File: config.mk
export PLATFORM = sky130hd
export DESIGN_NAME = xif_copro_dispatch_ctrl_flat
export DESIGN_NICKNAME = d
export VERILOG_FILES = /design/src/rtl/xif_copro_pkg.sv /design/src/rtl/xif_copro_dispatch_ctrl_if.sv /design/src/rtl/xif_copro_id_scoreboard.sv /design/src/rtl/xif_copro_dispatch_ctrl.sv /design/src/flat_wrapper.sv
export SDC_FILE = /design/constraint.sdc
export NUM_CORES = 1
export LEC_CHECK = 0
export ABC_AREA = 1
export BUFFER_PORTS_ARGS = -buffer_cell sky130_fd_sc_hd__buf_2
export CAP_MARGIN = 40
export CORE_ASPECT_RATIO = 1.2
export CORE_UTILIZATION = 59
export CTS_CLUSTER_DIAMETER = 200
export DETAILED_ROUTE_END_ITERATION = 16
export PLACE_DENSITY = 0.89
export REMOVE_ABC_BUFFERS = 1
export SLEW_MARGIN = 15
export SYNTH_ARGS = -nofsm -noshare
export SYNTH_HDL_FRONTEND = slang
export SYNTH_SLANG_ARGS = --single-unit
File: constraint.sdc
create_clock -name clk_i -period 3.06 [get_ports clk_i]
set_clock_uncertainty 0.15 [all_clocks]
set_input_delay 0.306 -clock clk_i [delete_from_list [all_inputs] [get_ports clk_i]]
set_output_delay 0.306 -clock clk_i [all_outputs]
set_load 0.01 [all_outputs]
File: src/rtl/xif_copro_pkg.sv
// Shared types and constants for the XIF coprocessor dispatch slice.
package xif_copro_pkg;

  localparam int unsigned NUM_REGS_DEFAULT = 32;
  localparam int unsigned EX_DEPTH_MAX     = 15;
  localparam int unsigned REG_ADDR_W       = 5;
  localparam int unsigned CNT_W            = 4;

  typedef logic [REG_ADDR_W-1:0] rd_addr_t;

  // Where the input-buffer head goes this cycle
  typedef enum logic [1:0] {
    DispNone = 2'd0,
    DispEx   = 2'd1,
    DispMem  = 2'd2,
    DispDrop = 2'd3
  } disp_e;

endpackage

File: src/rtl/xif_copro_dispatch_ctrl_if.sv
// Bus bundle between the dispatch controller and its surroundings
// (issue gating, commit, input-buffer head, ex unit, memory, writeback).
interface xif_copro_dispatch_ctrl_if #(
  parameter int unsigned NUM_RS   = 2,
  parameter int unsigned ID_WIDTH = 4
);
  import xif_copro_pkg::*;

  // issue gating
  logic [NUM_RS-1:0]   issue_use_gprs_i;
  logic [NUM_RS-1:0]   issue_rs_valid_i;
  logic                in_buf_push_ready_i;
  logic                issue_ready_o;
  // commit
  logic                commit_valid_i;
  logic [ID_WIDTH-1:0] commit_id_i;
  logic                commit_kill_i;
  // input-buffer head
  logic                head_valid_i;
  logic [ID_WIDTH-1:0] head_id_i;
  logic [NUM_RS*5-1:0] head_rs_i;
  logic [NUM_RS-1:0]   head_rs_used_i;
  rd_addr_t            head_rd_i;
  logic                head_rd_is_copro_i;
  logic                head_is_mem_i;
  logic                head_is_load_i;
  logic                head_pop_o;
  logic                head_drop_o;
  // execution unit
  logic                ex_in_valid_o;
  logic                ex_in_ready_i;
  logic                ex_out_valid_i;
  logic                ex_out_ready_o;
  rd_addr_t            ex_out_rd_i;
  logic                ex_out_we_i;
  // memory interface
  logic                mem_req_valid_o;
  logic                mem_req_ready_i;
  logic                mem_buf_ready_i;
  logic                mem_result_valid_i;
  rd_addr_t            mem_result_rd_i;
  logic                mem_result_we_i;
  // writeback / forwarding / status
  logic                copreg_we_o;
  rd_addr_t            copreg_waddr_o;
  logic [NUM_RS-1:0]   fwd_o;
  logic [CNT_W-1:0]    ex_inflight_o;

  // Controller side
  modport slave (
    input  issue_use_gprs_i, issue_rs_valid_i, in_buf_push_ready_i,
    input  commit_valid_i, commit_id_i, commit_kill_i,
    input  head_valid_i, head_id_i, head_rs_i, head_rs_used_i, head_rd_i,
    input  head_rd_is_copro_i, head_is_mem_i, head_is_load_i,
    input  ex_in_ready_i, ex_out_valid_i, ex_out_rd_i, ex_out_we_i,
    input  mem_req_ready_i, mem_buf_ready_i,
    input  mem_result_valid_i, mem_result_rd_i, mem_result_we_i,
    output issue_ready_o, head_pop_o, head_drop_o,
    output ex_in_valid_o, ex_out_ready_o, mem_req_valid_o,
    output copreg_we_o, copreg_waddr_o, fwd_o, ex_inflight_o
  );

  // Environment side
  modport master (
    output issue_use_gprs_i, issue_rs_valid_i, in_buf_push_ready_i,
    output commit_valid_i, commit_id_i, commit_kill_i,
    output head_valid_i, head_id_i, head_rs_i, head_rs_used_i, head_rd_i,
    output head_rd_is_copro_i, head_is_mem_i, head_is_load_i,
    output ex_in_ready_i, ex_out_valid_i, ex_out_rd_i, ex_out_we_i,
    output mem_req_ready_i, mem_buf_ready_i,
    output mem_result_valid_i, mem_result_rd_i, mem_result_we_i,
    input  issue_ready_o, head_pop_o, head_drop_o,
    input  ex_in_valid_o, ex_out_ready_o, mem_req_valid_o,
    input  copreg_we_o, copreg_waddr_o, fwd_o, ex_inflight_o
  );

endinterface

File: src/rtl/xif_copro_id_scoreboard.sv
// Per-instruction-ID commit and kill bits. Lookups see a same-cycle commit
// through the set bypass; a clear in the same cycle as a set wins so a
// commit consumed on arrival leaves no stale bit behind.
module xif_copro_id_scoreboard #(
  parameter int unsigned ID_WIDTH = 4
) (
  input  logic                clk_i,
  input  logic                rst_ni,
  input  logic                i_set_valid,
  input  logic [ID_WIDTH-1:0] i_set_id,
  input  logic                i_set_kill,
  input  logic                i_clr_commit,
  input  logic                i_clr_kill,
  input  logic [ID_WIDTH-1:0] i_clr_id,
  input  logic [ID_WIDTH-1:0] i_qry_id,
  output logic                o_committed_c,
  output logic                o_killed_c
);

  localparam int unsigned NUM_IDS = 1 << ID_WIDTH;

  logic [NUM_IDS-1:0] r_commit;
  logic [NUM_IDS-1:0] r_kill;
  logic [NUM_IDS-1:0] w_set_onehot;
  logic [NUM_IDS-1:0] w_clr_onehot;
  logic [NUM_IDS-1:0] w_commit_set;
  logic [NUM_IDS-1:0] w_kill_set;
  logic [NUM_IDS-1:0] w_commit_clr;
  logic [NUM_IDS-1:0] w_kill_clr;

  // Decode set/clear vectors from the commit port and the head pop/drop
  always_comb begin
    w_set_onehot = NUM_IDS'(1) << i_set_id;
    w_clr_onehot = NUM_IDS'(1) << i_clr_id;
    w_commit_set = (i_set_valid & ~i_set_kill) ? w_set_onehot : '0;
    w_kill_set   = (i_set_valid &  i_set_kill) ? w_set_onehot : '0;
    w_commit_clr = i_clr_commit ? w_clr_onehot : '0;
    w_kill_clr   = i_clr_kill   ? w_clr_onehot : '0;
  end

  // Commit/kill bit arrays
  always_ff @(posedge clk_i or negedge rst_ni) begin
    if (!rst_ni) begin
      r_commit <= '0;
      r_kill   <= '0;
    end else begin
      r_commit <= (r_commit | w_commit_set) & ~w_commit_clr;
      r_kill   <= (r_kill   | w_kill_set)   & ~w_kill_clr;
    end
  end

  assign o_committed_c = r_commit[i_qry_id] | w_commit_set[i_qry_id];
  assign o_killed_c    = r_kill[i_qry_id]   | w_kill_set[i_qry_id];

endmodule

File: src/rtl/xif_copro_dispatch_ctrl.sv
// XIF coprocessor dispatch controller: gates issue, routes the input-buffer
// head to the pipelined ex unit or the memory interface once it is committed
// and hazard-free, drops killed heads, arbitrates register writeback and
// tracks pending destination registers.
// Optional macro XIF_COPRO_FORWARDING_EN: lets a head whose source is being
// written back this cycle dispatch in that same cycle.
module xif_copro_dispatch_ctrl
  import xif_copro_pkg::*;
#(
  parameter int unsigned NUM_RS   = 2,
  parameter int unsigned EX_DEPTH = 4,
  parameter int unsigned ID_WIDTH = 4,
  parameter int unsigned NUM_REGS = NUM_REGS_DEFAULT
) (
  input logic clk_i,
  input logic rst_ni,
  xif_copro_dispatch_ctrl_if.slave bus
);

  localparam int unsigned AW = $clog2(NUM_REGS);
  localparam int unsigned EX_DEPTH_EFF = (EX_DEPTH > EX_DEPTH_MAX) ? EX_DEPTH_MAX : EX_DEPTH;
  localparam logic [CNT_W-1:0] EX_DEPTH_C = CNT_W'(EX_DEPTH_EFF);

  logic [NUM_REGS-1:0] r_pend;
  logic [NUM_REGS-1:0] w_pend_d;
  logic [CNT_W-1:0]    r_count;

  logic              w_committed;
  logic              w_killed;
  logic              w_ex_out_ready;
  logic              w_ex_out_hs;
  logic              w_wb_we;
  rd_addr_t          w_wb_addr;
  logic [NUM_RS-1:0] w_fwd;
  logic              w_dep;
  rd_addr_t          w_rs;
  disp_e             w_disp;
  logic              w_go;
  logic              w_room;
  logic              w_ex_in_valid;
  logic              w_mem_req_valid;
  logic              w_ex_in_hs;
  logic              w_mem_hs;
  logic              w_pop;
  logic              w_drop;
  logic              w_pend_set;
  logic              w_cnt_dec;

  // Commit/kill state per instruction ID
  xif_copro_id_scoreboard #(
    .ID_WIDTH (ID_WIDTH)
  ) u_id_sb (
    .clk_i         (clk_i),
    .rst_ni        (rst_ni),
    .i_set_valid   (bus.commit_valid_i),
    .i_set_id      (bus.commit_id_i),
    .i_set_kill    (bus.commit_kill_i),
    .i_clr_commit  (w_pop),
    .i_clr_kill    (w_drop),
    .i_clr_id      (bus.head_id_i),
    .i_qry_id      (bus.head_id_i),
    .o_committed_c (w_committed),
    .o_killed_c    (w_killed)
  );

  // Writeback arbitration: the memory result always beats the ex result
  always_comb begin
    w_ex_out_ready = rst_ni & ~bus.mem_result_valid_i;
    w_ex_out_hs    = bus.ex_out_valid_i & w_ex_out_ready;
    w_wb_we        = 1'b0;
    w_wb_addr      = '0;
    if (rst_ni & bus.mem_result_valid_i & bus.mem_result_we_i) begin
      w_wb_we   = 1'b1;
      w_wb_addr = bus.mem_result_rd_i;
    end else if (w_ex_out_hs & bus.ex_out_we_i) begin
      w_wb_we   = 1'b1;
      w_wb_addr = bus.ex_out_rd_i;
    end
  end

  // Operand forwarding and RAW/WAW hazard detection on the head
  always_comb begin
    w_fwd = '0;
    w_dep = 1'b0;
    w_rs  = '0;
    for (int i = 0; i < int'(NUM_RS); i++) begin
      w_rs = bus.head_rs_i[i*5 +: 5];
`ifdef XIF_COPRO_FORWARDING_EN
      w_fwd[i] = bus.head_rs_used_i[i] & w_wb_we & (w_wb_addr == w_rs);
`endif
      if (bus.head_rs_used_i[i] & r_pend[AW'(w_rs)] & ~w_fwd[i]) begin
        w_dep = 1'b1;
      end
    end
    if (bus.head_rd_is_copro_i & r_pend[AW'(bus.head_rd_i)] &
        ~(w_wb_we & (AW'(w_wb_addr) == AW'(bus.head_rd_i)))) begin
      w_dep = 1'b1;
    end
  end

  // Head routing and handshakes; a kill outranks a commit
  always_comb begin
    w_disp = DispNone;
    if (rst_ni & bus.head_valid_i) begin
      if (w_killed) begin
        w_disp = DispDrop;
      end else if (bus.head_is_mem_i) begin
        w_disp = DispMem;
      end else begin
        w_disp = DispEx;
      end
    end
    w_go            = w_committed & ~w_dep;
    w_room          = (r_count < EX_DEPTH_C) | w_ex_out_hs;
    w_ex_in_valid   = (w_disp == DispEx) & w_go & w_room;
    w_mem_req_valid = (w_disp == DispMem) & w_go & bus.mem_buf_ready_i;
    w_ex_in_hs      = w_ex_in_valid & bus.ex_in_ready_i;
    w_mem_hs        = w_mem_req_valid & bus.mem_req_ready_i;
    w_pop           = w_ex_in_hs | w_mem_hs;
    w_drop          = (w_disp == DispDrop);
    w_pend_set      = (w_ex_in_hs & bus.head_rd_is_copro_i) | (w_mem_hs & bus.head_is_load_i);
  end

  // Pending-register next state: writeback clears, dispatch sets, set wins
  always_comb begin
    w_pend_d = r_pend;
    if (w_wb_we) begin
      w_pend_d[AW'(w_wb_addr)] = 1'b0;
    end
    if (w_pend_set) begin
      w_pend_d[AW'(bus.head_rd_i)] = 1'b1;
    end
  end

  // A result arriving with nothing counted in flight (e.g. after reset) is ignored
  assign w_cnt_dec = w_ex_out_hs & (r_count != '0);

  // Pending scoreboard and ex occupancy
  always_ff @(posedge clk_i or negedge rst_ni) begin
    if (!rst_ni) begin
      r_pend  <= '0;
      r_count <= '0;
    end else begin
      r_pend <= w_pend_d;
      if (w_ex_in_hs & ~w_cnt_dec) begin
        r_count <= r_count + CNT_W'(1);
      end else if (~w_ex_in_hs & w_cnt_dec) begin
        r_count <= r_count - CNT_W'(1);
      end
    end
  end

  // Occupancy never exceeds the configured depth
  a_count_max: assert property (@(posedge clk_i) disable iff (!rst_ni) r_count <= EX_DEPTH_C);

  assign bus.issue_ready_o   = rst_ni & bus.in_buf_push_ready_i &
                               (&(~bus.issue_use_gprs_i | bus.issue_rs_valid_i));
  assign bus.head_pop_o      = w_pop;
  assign bus.head_drop_o     = w_drop;
  assign bus.ex_in_valid_o   = w_ex_in_valid;
  assign bus.ex_out_ready_o  = w_ex_out_ready;
  assign bus.mem_req_valid_o = w_mem_req_valid;
  assign bus.copreg_we_o     = w_wb_we;
  assign bus.copreg_waddr_o  = w_wb_addr;
  assign bus.fwd_o           = w_fwd;
  assign bus.ex_inflight_o   = r_count;

endmodule

File: src/flat_wrapper.sv
// flat-port wrapper written by rule: the top's interface ports become plain ports
module xif_copro_dispatch_ctrl_flat import xif_copro_pkg::*;
#(
  parameter int unsigned NUM_RS   = 2,
  parameter int unsigned EX_DEPTH = 4,
  parameter int unsigned ID_WIDTH = 4,
  parameter int unsigned NUM_REGS = NUM_REGS_DEFAULT
)
  (clk_i, rst_ni, bus_issue_use_gprs_i, bus_issue_rs_valid_i, bus_in_buf_push_ready_i, bus_commit_valid_i, bus_commit_id_i, bus_commit_kill_i, bus_head_valid_i, bus_head_id_i, bus_head_rs_i, bus_head_rs_used_i, bus_head_rd_i, bus_head_rd_is_copro_i, bus_head_is_mem_i, bus_head_is_load_i, bus_ex_in_ready_i, bus_ex_out_valid_i, bus_ex_out_rd_i, bus_ex_out_we_i, bus_mem_req_ready_i, bus_mem_buf_ready_i, bus_mem_result_valid_i, bus_mem_result_rd_i, bus_mem_result_we_i, bus_issue_ready_o, bus_head_pop_o, bus_head_drop_o, bus_ex_in_valid_o, bus_ex_out_ready_o, bus_mem_req_valid_o, bus_copreg_we_o, bus_copreg_waddr_o, bus_fwd_o, bus_ex_inflight_o);
  xif_copro_dispatch_ctrl_if #(.NUM_RS(NUM_RS), .ID_WIDTH(ID_WIDTH)) bus_i ();
  input logic clk_i;
  input logic rst_ni;
  input wire logic [$bits(bus_i.issue_use_gprs_i)-1:0] bus_issue_use_gprs_i;
  input wire logic [$bits(bus_i.issue_rs_valid_i)-1:0] bus_issue_rs_valid_i;
  input wire logic [$bits(bus_i.in_buf_push_ready_i)-1:0] bus_in_buf_push_ready_i;
  input wire logic [$bits(bus_i.commit_valid_i)-1:0] bus_commit_valid_i;
  input wire logic [$bits(bus_i.commit_id_i)-1:0] bus_commit_id_i;
  input wire logic [$bits(bus_i.commit_kill_i)-1:0] bus_commit_kill_i;
  input wire logic [$bits(bus_i.head_valid_i)-1:0] bus_head_valid_i;
  input wire logic [$bits(bus_i.head_id_i)-1:0] bus_head_id_i;
  input wire logic [$bits(bus_i.head_rs_i)-1:0] bus_head_rs_i;
  input wire logic [$bits(bus_i.head_rs_used_i)-1:0] bus_head_rs_used_i;
  input wire logic [$bits(bus_i.head_rd_i)-1:0] bus_head_rd_i;
  input wire logic [$bits(bus_i.head_rd_is_copro_i)-1:0] bus_head_rd_is_copro_i;
  input wire logic [$bits(bus_i.head_is_mem_i)-1:0] bus_head_is_mem_i;
  input wire logic [$bits(bus_i.head_is_load_i)-1:0] bus_head_is_load_i;
  input wire logic [$bits(bus_i.ex_in_ready_i)-1:0] bus_ex_in_ready_i;
  input wire logic [$bits(bus_i.ex_out_valid_i)-1:0] bus_ex_out_valid_i;
  input wire logic [$bits(bus_i.ex_out_rd_i)-1:0] bus_ex_out_rd_i;
  input wire logic [$bits(bus_i.ex_out_we_i)-1:0] bus_ex_out_we_i;
  input wire logic [$bits(bus_i.mem_req_ready_i)-1:0] bus_mem_req_ready_i;
  input wire logic [$bits(bus_i.mem_buf_ready_i)-1:0] bus_mem_buf_ready_i;
  input wire logic [$bits(bus_i.mem_result_valid_i)-1:0] bus_mem_result_valid_i;
  input wire logic [$bits(bus_i.mem_result_rd_i)-1:0] bus_mem_result_rd_i;
  input wire logic [$bits(bus_i.mem_result_we_i)-1:0] bus_mem_result_we_i;
  output wire logic [$bits(bus_i.issue_ready_o)-1:0] bus_issue_ready_o;
  output wire logic [$bits(bus_i.head_pop_o)-1:0] bus_head_pop_o;
  output wire logic [$bits(bus_i.head_drop_o)-1:0] bus_head_drop_o;
  output wire logic [$bits(bus_i.ex_in_valid_o)-1:0] bus_ex_in_valid_o;
  output wire logic [$bits(bus_i.ex_out_ready_o)-1:0] bus_ex_out_ready_o;
  output wire logic [$bits(bus_i.mem_req_valid_o)-1:0] bus_mem_req_valid_o;
  output wire logic [$bits(bus_i.copreg_we_o)-1:0] bus_copreg_we_o;
  output wire logic [$bits(bus_i.copreg_waddr_o)-1:0] bus_copreg_waddr_o;
  output wire logic [$bits(bus_i.fwd_o)-1:0] bus_fwd_o;
  output wire logic [$bits(bus_i.ex_inflight_o)-1:0] bus_ex_inflight_o;
  assign bus_i.issue_use_gprs_i = bus_issue_use_gprs_i;
  assign bus_i.issue_rs_valid_i = bus_issue_rs_valid_i;
  assign bus_i.in_buf_push_ready_i = bus_in_buf_push_ready_i;
  assign bus_i.commit_valid_i = bus_commit_valid_i;
  assign bus_i.commit_id_i = bus_commit_id_i;
  assign bus_i.commit_kill_i = bus_commit_kill_i;
  assign bus_i.head_valid_i = bus_head_valid_i;
  assign bus_i.head_id_i = bus_head_id_i;
  assign bus_i.head_rs_i = bus_head_rs_i;
  assign bus_i.head_rs_used_i = bus_head_rs_used_i;
  assign bus_i.head_rd_i = bus_head_rd_i;
  assign bus_i.head_rd_is_copro_i = bus_head_rd_is_copro_i;
  assign bus_i.head_is_mem_i = bus_head_is_mem_i;
  assign bus_i.head_is_load_i = bus_head_is_load_i;
  assign bus_i.ex_in_ready_i = bus_ex_in_ready_i;
  assign bus_i.ex_out_valid_i = bus_ex_out_valid_i;
  assign bus_i.ex_out_rd_i = bus_ex_out_rd_i;
  assign bus_i.ex_out_we_i = bus_ex_out_we_i;
  assign bus_i.mem_req_ready_i = bus_mem_req_ready_i;
  assign bus_i.mem_buf_ready_i = bus_mem_buf_ready_i;
  assign bus_i.mem_result_valid_i = bus_mem_result_valid_i;
  assign bus_i.mem_result_rd_i = bus_mem_result_rd_i;
  assign bus_i.mem_result_we_i = bus_mem_result_we_i;
  assign bus_issue_ready_o = bus_i.issue_ready_o;
  assign bus_head_pop_o = bus_i.head_pop_o;
  assign bus_head_drop_o = bus_i.head_drop_o;
  assign bus_ex_in_valid_o = bus_i.ex_in_valid_o;
  assign bus_ex_out_ready_o = bus_i.ex_out_ready_o;
  assign bus_mem_req_valid_o = bus_i.mem_req_valid_o;
  assign bus_copreg_we_o = bus_i.copreg_we_o;
  assign bus_copreg_waddr_o = bus_i.copreg_waddr_o;
  assign bus_fwd_o = bus_i.fwd_o;
  assign bus_ex_inflight_o = bus_i.ex_inflight_o;
  xif_copro_dispatch_ctrl #(.NUM_RS(NUM_RS), .EX_DEPTH(EX_DEPTH), .ID_WIDTH(ID_WIDTH), .NUM_REGS(NUM_REGS)) u_core (.clk_i(clk_i), .rst_ni(rst_ni), .bus(bus_i));
endmodule
Word level (Yosys, flattened, before mapping)
Index checks and enable logic that the tools add are counted.

Bits in registers: 68. Input bits: 55.

$add $sub $neg: 2. Order comparisons: 8. Equal/unequal tests: 4. Shift operators: 2. Mux-type cells: 36. Bitwise logic cells: 49. Reduce and logical (&&, ||, !) cells: 5.

Operator list (number): $mux 16 (4); $mux 32 (2); $and 16x16->16 (2); $and 32x32->32 (1); $not 16->16 (2); $not 32->32 (1); $or 16x16->16 (2); $or 32x32->32 (1); $shl 1x4->16 const A (2); $and 1x1->1 (27); $lt 5x6->1 const B (4); $bmux 1 s4 (4); $bmux 1 s5 (3); $mux 1 (14); $demux 1 s5 (2); $ge 5x1->1 const B (2); $mux 5 (2); $mux 4 (2); $mux 2 (3); $not 1->1 (6); $eq 5x5->1 (1); $lt 4x5->1 const B (1); $or 1x1->1 (5); $add 4x1->4 const B (1); other kinds (10) (12).

Longest topological paths before layout
Word-level depth: 20. Gate-level depth with buffers: 25. Mapped depth without buffers: 23.

By module
From an unflattened synthesis, not the netlist that was laid out.

Cells, all modules: 879. Area total of the unflattened synthesis: 5575.3 sq um.

By module, submodules not included: xif_copro_dispatch_ctrl (instances 1, cells each 553, area an instance 3344.5 sq um, sequential area each 900.9 sq um); xif_copro_id_scoreboard (instances 1, cells each 326, area an instance 2230.9 sq um, sequential area each 800.8 sq um).

Worst setup path before layout
No wires, ideal clock.

Kind: input port to flip-flop. From: in bus_head_rs_i[5]. To: reg u_core.r_count[3], in the netlist u_core.bus.ex_inflight_o[3]. Library setup time: 0.127 ns. Arrival time: 2.678 ns. Required time: 2.783 ns. Path slack: 0.104 ns. Stages on the path: 23. Buffers on the path: 2. Cells stage by stage: buf_2 -> inv_1 -> buf_2 -> nand2_1 -> nand3_1 -> nand3_1 -> nand2_1 -> a21oi_1 -> nand2_1 -> nand3_1 -> nand2_1 -> nor2_4 -> nand3_1 -> inv_1 -> ha_1 -> inv_1 -> ha_1 -> a21o_1 -> a21oi_1 -> nand2_1 -> nand2_1 -> nor2_1 -> xor2_1.

Longest elaborated chain between the ends: 13. Elaborated cells on any way between the ends: 15. Those cells by class: mux (5); bitwise (9); reduce/logical (1).

RTL lines: start, declared (RTL line flat_wrapper.sv:21) `input wire logic [$bits(bus_i.head_rs_i)-1:0] bus_head_rs_i;`; $bmux 1 s5 (*) (RTL line xif_copro_dispatch_ctrl.sv:91) `if (bus.head_rs_used_i[i] & r_pend[AW'(w_rs)] & ~w_fwd[i]) begin`; $mux 1 (not written as such) (*) (RTL line xif_copro_dispatch_ctrl.sv:91); $and 1x1->1 (*) (RTL line xif_copro_dispatch_ctrl.sv:91); $mux 1 (*) (RTL line xif_copro_dispatch_ctrl.sv:91); $mux 1 (*) (RTL line xif_copro_dispatch_ctrl.sv:95) `if (bus.head_rd_is_copro_i & r_pend[AW'(bus.head_rd_i)] &`; $not 1->1 (*) (RTL line xif_copro_dispatch_ctrl.sv:113) `w_go = w_committed & ~w_dep;`; $and 1x1->1 (*) (RTL line xif_copro_dispatch_ctrl.sv:113); $and 1x1->1 (*) (2 in series) (RTL line xif_copro_dispatch_ctrl.sv:115) `w_ex_in_valid = (w_disp == DispEx) & w_go & w_room;`; $and 1x1->1 (*) (RTL line xif_copro_dispatch_ctrl.sv:117) `w_ex_in_hs = w_ex_in_valid & bus.ex_in_ready_i;`; $not 1->1 (RTL line xif_copro_dispatch_ctrl.sv:147) `end else if (~w_ex_in_hs & w_cnt_dec) begin`; $and 1x1->1 (RTL line xif_copro_dispatch_ctrl.sv:147); $reduce_bool 2->1 (no line); end signal, assigned (RTL line xif_copro_dispatch_ctrl.sv:146) `r_count <= r_count + CNT_W'(1);`; end signal, assigned (RTL line xif_copro_dispatch_ctrl.sv:148) `r_count <= r_count - CNT_W'(1);`; end, declared (RTL line xif_copro_dispatch_ctrl.sv:26) `logic [CNT_W-1:0] r_count;`.

Every way passes the cells marked *; elsewhere a longest branch is shown, timed or not. The select of a mux whose other input is x is not followed. A chain may end at the register's enable or synchronous reset.

Worst setup path after layout
From: reg u_core.r_pend[1]. To: reg u_core.r_count[3], in the netlist u_core.bus.ex_inflight_o[3].

Longest elaborated chain between the ends: 14. Elaborated cells on any way between the ends: 23. Those cells by class: mux (10); bitwise (12); reduce/logical (1).

RTL lines: start, declared (RTL line xif_copro_dispatch_ctrl.sv:24) `logic [NUM_REGS-1:0] r_pend;`; start signal, assigned (RTL line xif_copro_dispatch_ctrl.sv:144) `r_pend <= w_pend_d;`; $bmux 1 s5 (RTL line xif_copro_dispatch_ctrl.sv:91); $mux 1 (not written as such) (RTL line xif_copro_dispatch_ctrl.sv:91); $and 1x1->1 (RTL line xif_copro_dispatch_ctrl.sv:91); $mux 1 (2 in series) (RTL line xif_copro_dispatch_ctrl.sv:91); $mux 1 (*) (RTL line xif_copro_dispatch_ctrl.sv:95); $not 1->1 (*) (RTL line xif_copro_dispatch_ctrl.sv:113); $and 1x1->1 (*) (RTL line xif_copro_dispatch_ctrl.sv:113); $and 1x1->1 (*) (2 in series) (RTL line xif_copro_dispatch_ctrl.sv:115); $and 1x1->1 (*) (RTL line xif_copro_dispatch_ctrl.sv:117); $not 1->1 (RTL line xif_copro_dispatch_ctrl.sv:147); $and 1x1->1 (RTL line xif_copro_dispatch_ctrl.sv:147); $reduce_bool 2->1 (no line).

Marks and branches as above.

==> results.json <==
{
  "ir_drop_v": 0.000245,
  "slew-limit-headroom_pct": 64.4,
  "antenna_found_initial": 0,
  "fmax_mhz": 343,
  "critical_path_class": "reg2reg",
  "synth.cell_area_sq_um": 5320,
  "p_per_area_nw_per_um2": 410,
  "crit_fanout": 4,
  "final_cell_mix": "nand2_1 (321), nor2_1 (101), buf_4 (83), nand3_1 (78), buf_2 (69)",
  "die_area_sq_um": 9390,
  "cts-root-buf": "clkbuf_8",
  "cp.required_ns": 3.20,
  "slew_violations": 0,
  "drt-pass1-iter-count": 5,
  "final_util_pct": 76.2,
  "num_vias": 6449,
  "cp-end-kind": "flop",
  "hold_class": "in2async",
  "cp_slowest_cell": "dfrtp_1",
  "rrSetupSlack_ns": 0.14,
  "antenna_cells": 0,
  "tightest_slew_ns": 0.534,
  "cp.depth": 19,
  "synth.avg_cell_area_sq_um": 6.19,
  "setup_violations": 0,
  "yosys_warnings": 0,
  "final_common_cell": "nand2_1",
  "htreeDepth": 3,
  "synth_cell_types": 40,
  "critPathTopFamily": "simple AND/OR/NAND/NOR gates",
  "cpPeakStageDelay_ns": 0.44,
  "yosysSeqAreaShare_pct": 32.0,
  "drive_gt1_share_pct": 22.8,
  "worstPathCellList": "nand2_1 > nand3_1 > nand3_1 > nand2_1 > a21oi_1 > nand2_1 > nand3_1 > nand2_1 > nor2_4 > nand3_2 > inv_2 > ha_4 > inv_2 > ha_1 > a21o_1 > a21oi_2 > nor2_1 > nor2_1 > xor2_1",
  "timing.setup.tns_ns": 0,
  "total_power_mw": 2.70,
  "ios": 73,
  "grt_first_pass_wirelength_um": 28500,
  "holdWs_ns": -0.00424,
  "place_ws_ns": -0.138,
  "grtUsageTotal_pct": 39.9,
  "dp_hpwl_um": 12500,
  "grt_pass1_vias": 6026,
  "cpMostUsedCell": "nand2_1",
  "cp_num_buf_inv": 2,
  "fin_ws_ns": 0.141,
  "critical_path.startpoint": "u_core.r_pend[1]$_DFF_PN0_",
  "worstPathArrival_ns": 3.05,
  "ant_nets": 0,
  "via_per_inst": 5.78,
  "final_cells": 1116,
  "clk_path_buf_depth": 2,
  "overflow": 0,
  "die_y_um": 106,
  "clk_latency_ns": 0.37,
  "drt_iter0_drc": 589,
  "final_area_sq_um": 6600,
  "routed_wl_um": 17600,
  "num-nets-final": 1053,
  "status": "finished with violations",
  "area_growth_pct": 24.1,
  "worstSetupEndpoint": "u_core.bus.ex_inflight_o[3]$_DFFE_PN0P_",
  "path_clk_slew_ns": 0.08,
  "start_util_pct": 61.4,
  "numCtsBuffers": 9,
  "grt_max_degree": 69,
  "fillCellCount": 700,
  "cts_tree": "yes",
  "gp_congestion": 1.03,
  "worst_r2r_path_depth": 19,
  "dp_cells": 1097,
  "core_area_sq_um": 8660,
  "chipWidth_um": 88.6,
  "r2r_start": "u_core.r_pend[1]$_DFF_PN0_",
  "post-route-period-util_pct": 95.4,
  "critPathLaunchType": "flop",
  "dpl_cell_area_sq_um": 6310,
  "cts_num_sinks": 68,
  "drc": 0,
  "portBuffers": 70,
  "max_cap_violations": 0,
  "violations": "hold timing",
  "synth_seq_cells": 68,
  "synthCells": 858,
  "r2r_end": "u_core.bus.ex_inflight_o[3]$_DFFE_PN0P_",
  "hold_viol_final": 9,
  "num_rows": 37,
  "post_drt_wl_per_cell_um": 15.8,
  "p_leak_nw": 3.54,
  "min_period_ns": 2.92
}
[synth_stat cells (all sizes together)]
library cell,count,area share [%]
nand2,346,26
nor2,110,8.5
nand3,81,7.8
dfrtp,68,32
inv,64,4.5
o21ai,38,3.7
a21oi,34,3.2
buf,26,3.3
nor3,25,2.4
nand4,14,1.9
a21boi,11,1.6
a31oi,11,1.3
clkbuf,8,0.59
o21bai,4,0.56
a21o,3,0.42
ha,3,0.71
o211ai,2,0.28
xnor2,2,0.33
xor2,2,0.33
clkinv,1,0.071
conb,1,0.071
fa,1,0.38
nor4,1,0.12
o31ai,1,0.14
o41ai,1,0.16
[area by class of cell]
type | instances | area (sq um) | share of cell area (%)
clock buffers | 9 | 124 | 1.88
clock inverters | 7 | 73.8 | 1.12
inverters | 65 | 244 | 3.70
multi-input cells | 692 | 3210 | 48.6
flip-flops and latches | 68 | 1700 | 25.8
well taps | 117 | 146 | 2.22
repair buffers | 158 | 1100 | 16.6
[power breakdown]
group	internal (mW)	switching [mW]	total, mW
sequential	1.03	0.108	1.14
clock	0.380	0.388	0.769
combinational	0.335	0.462	0.797
[worst reg2reg max path, cell delays in order, from the launching register on]
cell and delay, ns:
dfrtp_1 0.44, nand2_1 0.08, nand3_1 0.08, nand3_1 0.11
nand2_1 0.07, a21oi_1 0.12, nand2_1 0.06, nand3_1 0.14
nand2_1 0.14, nor2_4 0.12, nand3_2 0.09, inv_2 0.09
ha_4 0.14, inv_2 0.04, ha_1 0.28, a21o_1 0.20
a21oi_2 0.15, nor2_1 0.06, nor2_1 0.12, xor2_1 0.17
[state kept, by name, summed over array words and instances, names as in the netlist]
name and count:
u_core.bus.ex_inflight_o 4, u_core.r_pend 32, u_core.u_id_sb.r_commit 16, u_core.u_id_sb.r_kill 16
[kinds of logic (layout without fill, tap and decap cells)]
kind of cell,after synthesis,in the layout,synth area share (%)
xor+xnor,4,4,0.659
compound gates,105,105,11.3
buf+inv,99,239,8.47
flops,68,68,32.0
simple gates,577,577,46.4
fa+ha+maj,4,4,1.08
other cells,1,2,0.0706
[worst min-delay path by stage]
stage | from | end | slack (ns) | cells past startpoint
finish | rst_ni | u_core.u_id_sb.r_kill[3]$_DFF_PN0_ | -0.004 | 3
CTS | rst_ni | u_core.r_pend[15]$_DFF_PN0_ | 0.006 | 3
global route | rst_ni | u_core.r_pend[14]$_DFF_PN0_ | 0.01 | 3
floorplan | rst_ni | u_core.bus.ex_inflight_o[0]$_DFFE_PN0P_ | -0.14 | 0
global placement | rst_ni | u_core.u_id_sb.r_kill[7]$_DFF_PN0_ | 0.29 | 2
detailed placement | rst_ni | u_core.u_id_sb.r_kill[7]$_DFF_PN0_ | 0.30 | 2
[routing by layer]
layer,routed length [um],track usage [%],part of all wire (%)
met1,6370,46.3,36
met2,8530,63.8,49
met3,1530,8.93,8.7
met4,1140,28.9,6.5
met5,0,0,0
[repair_timing]
item                                    in CTS  in global routing
endpoints found under the hold margin       68                  0
gates resized for setup                      0                 15
endpoints found under the setup margin       0                  1
hold buffers                                 1                  0
buffers inserted                             0                  2
No activity file was read; power rests on OpenSTA's default activity.
